[src/rtl/fb_pkg.sv]
// rtl/fb_pkg.sv - shared constants, arbiter state type and write-entry type for the frame-buffer port
package fb_pkg;

  localparam int IMG_W     = 64;
  localparam int IMG_H     = 64;
  localparam int ADDR_W    = 12;
  localparam int H_VISIBLE = 640;
  localparam int V_VISIBLE = 480;

  typedef enum logic [1:0] {
    S_IDLE,
    S_DISP,
    S_WRITE
  } fb_state_t;

  // One buffered pixel write; the FIFO stores it as a flat {addr, data} vector
  typedef struct packed {
    logic [ADDR_W-1:0] addr;
    logic              data;
  } fb_wr_entry_t;

  // Pack an address/pixel pair into the flat layout the FIFO stores
  function automatic fb_wr_entry_t fb_make_entry(input logic [ADDR_W-1:0] addr, input logic data);
    fb_wr_entry_t e;
    e.addr = addr;
    e.data = data;
    return e;
  endfunction

endpackage

[src/rtl/fb_wr_fifo.sv]
// rtl/fb_wr_fifo.sv - synchronous write FIFO with registered count and full/empty flags
module fb_wr_fifo #(
  parameter int DEPTH = 4,
  parameter int WIDTH = 13
) (
  input  logic                     clk,
  input  logic                     reset,
  input  logic                     push,
  input  logic [WIDTH-1:0]         push_data,
  input  logic                     pop,
  output logic [WIDTH-1:0]         head,
  output logic                     full,
  output logic                     empty,
  output logic [$clog2(DEPTH):0]   count
);

  localparam int PW = $clog2(DEPTH);

  logic [WIDTH-1:0] mem [DEPTH];
  logic [PW-1:0]    rd_ptr;
  logic [PW-1:0]    wr_ptr;
  logic             do_push;
  logic             do_pop;

  // A pop frees a slot in the same cycle, so a push at full is safe only alongside a pop
  assign do_pop  = pop && !empty;
  assign do_push = push && (!full || do_pop);

  assign full  = (count == (PW+1)'(DEPTH));
  assign empty = (count == '0);
  assign head  = mem[rd_ptr];

  // Pointer and occupancy bookkeeping; reset discards all stored entries
  always_ff @(posedge clk) begin
    if (reset) begin
      rd_ptr <= '0;
      wr_ptr <= '0;
      count  <= '0;
    end else begin
      if (do_push) wr_ptr <= wr_ptr + 1'b1;
      if (do_pop)  rd_ptr <= rd_ptr + 1'b1;
      case ({do_push, do_pop})
        2'b10:   count <= count + 1'b1;
        2'b01:   count <= count - 1'b1;
        default: count <= count;
      endcase
    end
  end

  // Entry storage; contents need no reset because count gates every read
  always_ff @(posedge clk) begin
    if (do_push) mem[wr_ptr] <= push_data;
  end

endmodule

[src/rtl/fb_port_arbiter.sv]
// rtl/fb_port_arbiter.sv - frame-buffer RAM port arbiter, display reads over buffered writes (optional FB_TEAR_GUARD_EN)
module fb_port_arbiter #(
  parameter int IMG_W      = 64,
  parameter int IMG_H      = 64,
  parameter int ADDR_W     = 12,
  parameter int FIFO_DEPTH = 4
) (
  input  logic              clk,
  input  logic              reset,
  input  logic [9:0]        counter_x,
  input  logic [9:0]        counter_y,
  input  logic              wr_req,
  input  logic [ADDR_W-1:0] wr_addr,
  input  logic              wr_data,
  output logic              wr_ready,
  output logic [ADDR_W-1:0] ram_addr,
  output logic              ram_wdata,
  output logic              ram_wren,
  input  logic              ram_rdata,
  output logic              pix_valid,
  output logic              pix_data,
  output logic              busy
);

  import fb_pkg::*;

  localparam int XW = $clog2(IMG_W);
  localparam int YW = $clog2(IMG_H);
  localparam int CW = $clog2(FIFO_DEPTH) + 1;

  fb_state_t         state;
  fb_state_t         next_state;
  logic              window;
  logic              gate;
  logic [ADDR_W-1:0] disp_addr;
  logic              push;
  logic              pop;
  logic [ADDR_W:0]   head;
  logic              full;
  logic              empty;
  logic [CW-1:0]     count;
  logic              rd_d2;

  assign window    = (counter_x < 10'(IMG_W)) && (counter_y < 10'(IMG_H));
  assign disp_addr = ADDR_W'({counter_y[YW-1:0], counter_x[XW-1:0]});

`ifdef FB_TEAR_GUARD_EN
  // Writes land only in vertical blanking so a frame is never shown half-updated
  assign gate = (counter_y >= 10'(V_VISIBLE));
`else
  assign gate = 1'b1;
`endif

  assign wr_ready = !full;
  assign busy     = !empty;
  assign push     = wr_req && wr_ready;
  assign pop      = (next_state == S_WRITE);

  fb_wr_fifo #(
    .DEPTH (FIFO_DEPTH),
    .WIDTH (ADDR_W + 1)
  ) u_fifo (
    .clk       (clk),
    .reset     (reset),
    .push      (push),
    .push_data ({wr_addr, wr_data}),
    .pop       (pop),
    .head      (head),
    .full      (full),
    .empty     (empty),
    .count     (count)
  );

  // Slot decision for this cycle; the window always wins, and empty comes from the registered count so a fresh push never bypasses
  always_comb begin
    next_state = S_IDLE;
    if (window)               next_state = S_DISP;
    else if (!empty && gate)  next_state = S_WRITE;
  end

  // Arbiter FSM and registered RAM pins; idle slots leave the address where it was
  always_ff @(posedge clk) begin
    if (reset) begin
      state     <= S_IDLE;
      ram_addr  <= '0;
      ram_wdata <= 1'b0;
      ram_wren  <= 1'b0;
    end else begin
      state <= next_state;
      case (next_state)
        S_DISP: begin
          ram_addr <= disp_addr;
          ram_wren <= 1'b0;
        end
        S_WRITE: begin
          ram_addr  <= head[ADDR_W:1];
          ram_wdata <= head[0];
          ram_wren  <= 1'b1;
        end
        default: ram_wren <= 1'b0;
      endcase
    end
  end

  // Read-data alignment: a display slot's data returns a cycle after the address and is captured the cycle after that
  always_ff @(posedge clk) begin
    if (reset) begin
      rd_d2     <= 1'b0;
      pix_valid <= 1'b0;
      pix_data  <= 1'b0;
    end else begin
      rd_d2     <= (state == S_DISP);
      pix_valid <= rd_d2;
      pix_data  <= rd_d2 ? ram_rdata : 1'b0;
    end
  end

  logic unused_count;
  assign unused_count = ^count;

endmodule

[config.mk]
export PLATFORM = sky130hd
export DESIGN_NAME = fb_port_arbiter
export DESIGN_NICKNAME = d
export VERILOG_FILES = /design/src/rtl/fb_pkg.sv /design/src/rtl/fb_wr_fifo.sv /design/src/rtl/fb_port_arbiter.sv
export SDC_FILE = /design/constraint.sdc
export NUM_CORES = 1
export LEC_CHECK = 0
export CORE_MARGIN = 2
export CORE_UTILIZATION = 35
export CTS_BUF_LIST = sky130_fd_sc_hd__clkbuf_8
export CTS_CLUSTER_DIAMETER = 80
export DETAILED_ROUTE_END_ITERATION = 8
export MAX_ROUTING_LAYER = met4
export PLACE_DENSITY = 0.56
export SKIP_LAST_GASP = 1
export SYNTH_ARGS = -nofsm -noshare
export SYNTH_HDL_FRONTEND = slang
export SYNTH_SLANG_ARGS = --single-unit
[constraint.sdc]
create_clock -name clk -period 2.9 [get_ports clk]
set_clock_uncertainty 0.2 [all_clocks]
set_input_delay 0.58 -clock clk [delete_from_list [all_inputs] [get_ports clk]]
set_output_delay 0.58 -clock clk [all_outputs]
set_load 0.01 [all_outputs]
==> results.md <==
- TritonCTS buffer count: 9
- Worst EP required: 2960 ps
- Power per cell area: 831 nW/um^2
- Finished Core Util: 46.5%
- Cell Area, Placed: 3880 sq um
- CP dominant cell by count: a21oi_1
- Tot Pwr: around 3400 uW
- Final hold violation count: 0
- Buffer count from post-CTS setup fixing: 0
- Crit path capture type: flop
- YS warnings: 0
- Peak supply drop: approximately 0.24 mV
- Grt ovf: 0
- Area of the mapped netlist: 3180 sq um
- CTS Hold Bufs: 0
- DP Worst Slack: -169 ps
- CTS tree: yes
- GP Congestion: 0.690
- Largest net degree at the start of global routing: 18
- First-pass GRT wire length: between 9 and 10 mm
- Syn Nets: 255
- Top_reg_cell synth: edfxtp_1
- Layout cells sized above 1: 15.2%
- Final setup viols: 0
- Least-Margin Pin Slew: 654 ps
- Die ar.: about 9900 sq um
- Layout fillers: 795
- Ranking of synthesized cells by area: edfxtp_1 49%, dfxtp_1 18%, mux4_2 5.7%
- H-tree depth: 3
- Worst Path Class, Setup: in -> reg
- Initial DRC count: 112
- Synth unique cells: 36
- Vias per cell: 4.92
- Die height: between 90 and 100 microns
- Die width: 99.4 microns
- Core area: 8760 sq um
- CTS Buffer Depth: 2
- Met2 Resource Use GR: 19.4%
- GRT Overall Usage: around 14%
- Top cell type's share of synthesized area: roughly 49%
- Seq/Total Area, Yosys: 66.6%
- Max transition margin: a little under three fifths
- TritonRoute pass-1 iters: 5
- Worst hold slack: 191 ps
- IO Port Bufs: 54
- Max-slew violation count: 0
- Clock insertion delay at the later pin of the skew report: 340 ps
- Drc violations: 0
- Clk pin slew, worst setup/hold paths: ~80 ps
- Site row count: 34
- Synthesized area per cell: 15.0 sq um
- P_leak: 0.00143 uW
- CP max FO: 3
- Async SR Flop Fraction: 0%
- Slowest stage delay, CP: 450 ps
- GRT met1 Usage: 18.8%
- Inserted Diodes: 0
- Via Count: 1920
- Max-cap violations: 0
- Post-Route WL: about 6.3 mm
- Met3 Use GR: 3.51%
- Antenna viol nets, final: 0
- Post-synth top cells: 52 x edfxtp_1, 28 x dfxtp_1, 27 x nand2_1
- Max Fclk: 366 MHz
- Final period utilization: a little over nine tenths
- Status: finished clean
- HPWL after detailed placement: 4.08 mm
- Tmin final: about 2700 ps
- Vias in the first global route: 1829
- P&R area growth vs syn: 28.0%
- Cell accounting for the most synthesized area: edfxtp_1
- Worst path slowest cell: clkdlybuf4s50_1
- Top-count cell post-synth: edfxtp_1
- Yosys reg bits: 80
- Crit-path cells: clkdlybuf4s50_1 > nor4_2 > buf_4 > a21oi_1 > ha_1 > fa_1 > xnor2_1 > or3_1 > a21oi_1
- Critical Path AT: 2790 ps
- Final worst slack: 165 ps
- CTS Root Cell: clkbuf_8
- EDFF count, synth: 52
- # IOs: 55
- Crit start category: input port
- Initial antenna violation count: 0
- Avg WL per Cell: 16.0 microns
- Top Usage Layer GRT: met2
- Clock sink total: 80
- Design area: 4080 sq um
- Initial Util: between 30 and 40%
- HP Class: reg -> reg
- Final net count: 320
- Synth Instances: 212
==> through the flow <==
step | TNS [ps] | std cells
2_1_floorplan | 0 | 212
3_3_place_gp | -118 | 374
3_5_place_dp | -169 | 374
4_1_cts | 0 | 390
5_1_grt | -25.7 | 390
6_report | 0 | 390
==> critical path: cells and delay by family <==
kind	cells	cell delay, ps
compound gates	2	230
simple gates	2	610
fa+ha+maj	2	620
buf+inv	2	610
xor+xnor	1	150
==> cell type report <==
class / instances / area, sq um / area share (%)
Clock inverter: 7 / 67.6 / 1.66
Sequential cell: 80 / 2120 / 52.1
Clock buffer: 9 / 124 / 3.04
Multi-Input combinational cell: 111 / 955 / 23.4
Tap cell: 108 / 135 / 3.32
Timing Repair Buffer: 68 / 646 / 15.8
Inverter: 7 / 26.3 / 0.645
==> state kept, by name, indices dropped and copies added (netlist names), named ones only <==
register / flops
u_fifo.mem: 52
ram_addr: 12
u_fifo.count: 3
state: 2
u_fifo.rd_ptr: 2
u_fifo.wr_ptr: 2
pix_data: 1
pix_valid: 1
ram_wdata: 1
ram_wren: 1
rd_d2: 1
==> placed cells by master (no fill, tap or decap), drive strengths merged, types with 2 or more instances in the layout <==
master / n
a21o: 2
a21oi: 4
a311oi: 12
and3: 4
buf: 14
clkbuf: 9
clkdlybuf4s50: 54
clkinv: 3
dfxtp: 28
edfxtp: 52
ha: 5
inv: 9
mux2: 3
mux4: 13
nand2: 27
nand3: 3
nor2: 5
nor2b: 4
nor3: 13
nor4: 2
o211ai: 3
or4: 2
==> power by group <==
| part | internal, uW | switching, uW |
|---|---|---|
| sequential | 1400 | 106 |
| clock | 393 | 387 |
| combinational | 582 | 518 |
==> worst paths after layout <==
kind / start / endpoint / slack [ps] / depth (start not counted)
worst min-delay path: state[1] / rd_d2 / 190 / 1
worst max register to register: u_fifo.count[0] / u_fifo.count[2] / 560 / 7
worst min register to register: state[1] / rd_d2 / 190 / 1
worst max-delay path: counter_x[9] / u_fifo.count[2] / 170 / 9
==> kinds of logic (layout without fill, tap and decap cells) <==
kind of cell / count (synthesis) / count (layout) / synth area share [%]
mux: 17 / 17 / 11.2
xor+xnor: 2 / 2 / 0.550
simple gates: 64 / 64 / 9.90
compound gates: 22 / 22 / 5.58
fa+ha+maj: 6 / 6 / 2.59
flops: 80 / 80 / 66.6
buf+inv: 21 / 91 / 3.58
==> metal layers <==
metal  wire length (microns)  vias up  share of wire (%)
met4                      60        0               0.96
met3                     310        4                5.0
li1                        -      938                  -
met2                    2850       49                 46
met5                       0        -                  0
met1                    3030      929                 48
==> repair_timing <==
action | in CTS | in global routing
resized for setup | 0 | 1
endpoints found under the hold margin | 0 | 0
endpoints found under the setup margin | 0 | 1
Power figures use the tool's default switching activity.
==> RTL edit, RTL diff (same flow settings) <==
Encoding of `fb_state_t`: now one-hot (3 bits for 3 states).
--- a/src/rtl/fb_pkg.sv
+++ b/src/rtl/fb_pkg.sv
@@ -7,10 +7,10 @@
   localparam int H_VISIBLE = 640;
   localparam int V_VISIBLE = 480;
 
-  typedef enum logic [1:0] {
-    S_IDLE,
-    S_DISP,
-    S_WRITE
+  typedef enum logic [2:0] {
+    S_IDLE  = 3'b001,
+    S_DISP  = 3'b010,
+    S_WRITE = 3'b100
   } fb_state_t;
 
   // One buffered pixel write; the FIFO stores it as a flat {addr, data} vector
Behaviour: same outputs for any inputs over 10 cycles, from zero or initial values and one cycle with reset high; not proved beyond that.
==> RTL edit against the unedited design <==
- wire length increased by 5.4%
- sequential cell count up 1
- final area up 0.80%
- clock power shrank 0.6%
- synthesized area increased by 0.83%
- count of clock-buffer cells in the layout is the same
- total power up 0.85%
- hold slack gained 0.020 ns
- sequential share of layout area rose by 0.075 points
- worst setup slack improved by 0.13 ns
- critical endpoint unchanged
==> RTL edit: results (changes against the unedited design) <==
Logic synthesis
  • Main synth FF type: edfxtp_1
  • Post-Syn Nets: 262 (+2.7%)
  • Top post-synthesis cells by count: 52 x edfxtp_1, 29 x dfxtp_1, 27 x nand2_1, 12 x a311oi_1, 12 x nor3_1
  • Library cells used by synthesis: 35 (-2.8%)
  • Sequential cell area fraction in the yosys report: 66.7% (+0.078 points)
  • Synth top area cells: edfxtp_1 49%, dfxtp_1 18%, mux4_2 7.7%

Finish
  • Top flop regs: u_fifo.mem x52, ram_addr x12
  • Fin nets: 329 (+2.8%)
  • Layout cell share with drive strength beyond 1: 15.8% (+0.56 points)

Clocking
  • Gates resized, CTS repair: 0 (unchanged)
  • Worst-Skew Late Latency: 0.33 ns
  • Worst-case clock buffer depth: 2 (unchanged)

Setup path
  • Cell family with most CP delay: buffers and inverters
  • CP Max Fanout: 3 (unchanged)
  • Crit path largest cell delay: 0.48 ns (+0.03 ns)
  • CP arrival: 2.67 ns (-0.12 ns)
  • CP max stage cell: clkdlybuf4s50_1

GRT
  • Largest net degree at the start of global routing: 19 (+1)
  • Initial antenna violation count: 0 (unchanged)
  • Global-route wire length before repair: 10.5 mm (+4.9%)
  • Vias in the first global route: 1,955 (+6.9%)
  • GRT Overall Usage: 14.4% (+0.60 points)

Placement
  • Post-DP HPWL: 4.42 mm (+8.1%)
  • Area after DPL: 3920 um2 (+1.1%)
  • Placer Congestion: 0.722 (+4.7%)

Power and ir drop
  • LEAKAGE: 1.43 nW (+0.15%)
  • VDD IR-drop max: 0.326 mV (+39%)

Detailed routing
  • DRT Pass-1 Iters: 4 (-1)
  • Vias per inst: 4.99 (+1.5%)
  • Drt initial violations: 69 (-38%)
  • Detailed Route WL: 6.59 mm (+5.4%)

Timing
  • Slew margin rel.: 52.3% (-4.0 points)

Status
  • Status: completed
[RTL edit: logic make-up (layout without fill, tap and decap cells)]
kind of cell	Yosys count	after routing	share of synthesized area, %
flip-flops	81	81	66.7
AND/OR/NAND/NOR	66	66	10.1
AO/OA/AOI/OAI	24	24	5.85
buffers and inverters	24	96	3.82
multiplexers	16	16	10.4
adder cells (fa/ha/maj)	6	6	2.57
XOR/XNOR	2	2	0.546
[RTL edit: area by class of cell]
cell class	instances	area [um2]
Tap cell	108	135
Clock inverter	7	62.6
Sequential cell	81	2140
Multi-Input combinational cell	114	946
Inverter	10	37.5
Clock buffer	9	124
Fill cell	787	4700
Timing Repair Buffer	70	661
[RTL edit: metal layers]
metal / vias up / routed length (um) / track usage, %
li1: 962 / - / -
met1: 984 / 3140 / 18.4
met2: 43 / 3120 / 22.7
met3: 4 / 290 / 4.25
met4: 0 / 40 / 3.79
met5: - / 0 / -
[RTL edit: final timing paths]
path | from | endpoint | slack [ns] | cells after the start
max | counter_x[6] | u_fifo.count[2] | 0.30 | 10
min | state[2] | rd_d2 | 0.21 | 1
max reg2reg | u_fifo.count[0] | u_fifo.count[2] | 0.41 | 8
min reg2reg | state[2] | rd_d2 | 0.21 | 1
[RTL edit: stage by stage]
step	utilization [%]	worst slack, ns	std cells	total power, mW
floorplan	-	0.496	219	2.21
global placement	44.5	-0.00339	383	2.68
detailed placement	44.5	-0.0560	383	2.69
CTS	46.6	0.285	399	3.48
global route	46.6	0.133	399	3.63
finish	46.6	0.299	399	3.42
[RTL edit: where the power goes]
group	switching, mW	internal, mW
logic	0.516	0.586
registers	0.121	1.42
clock network	0.386	0.389
total	1.02	2.39
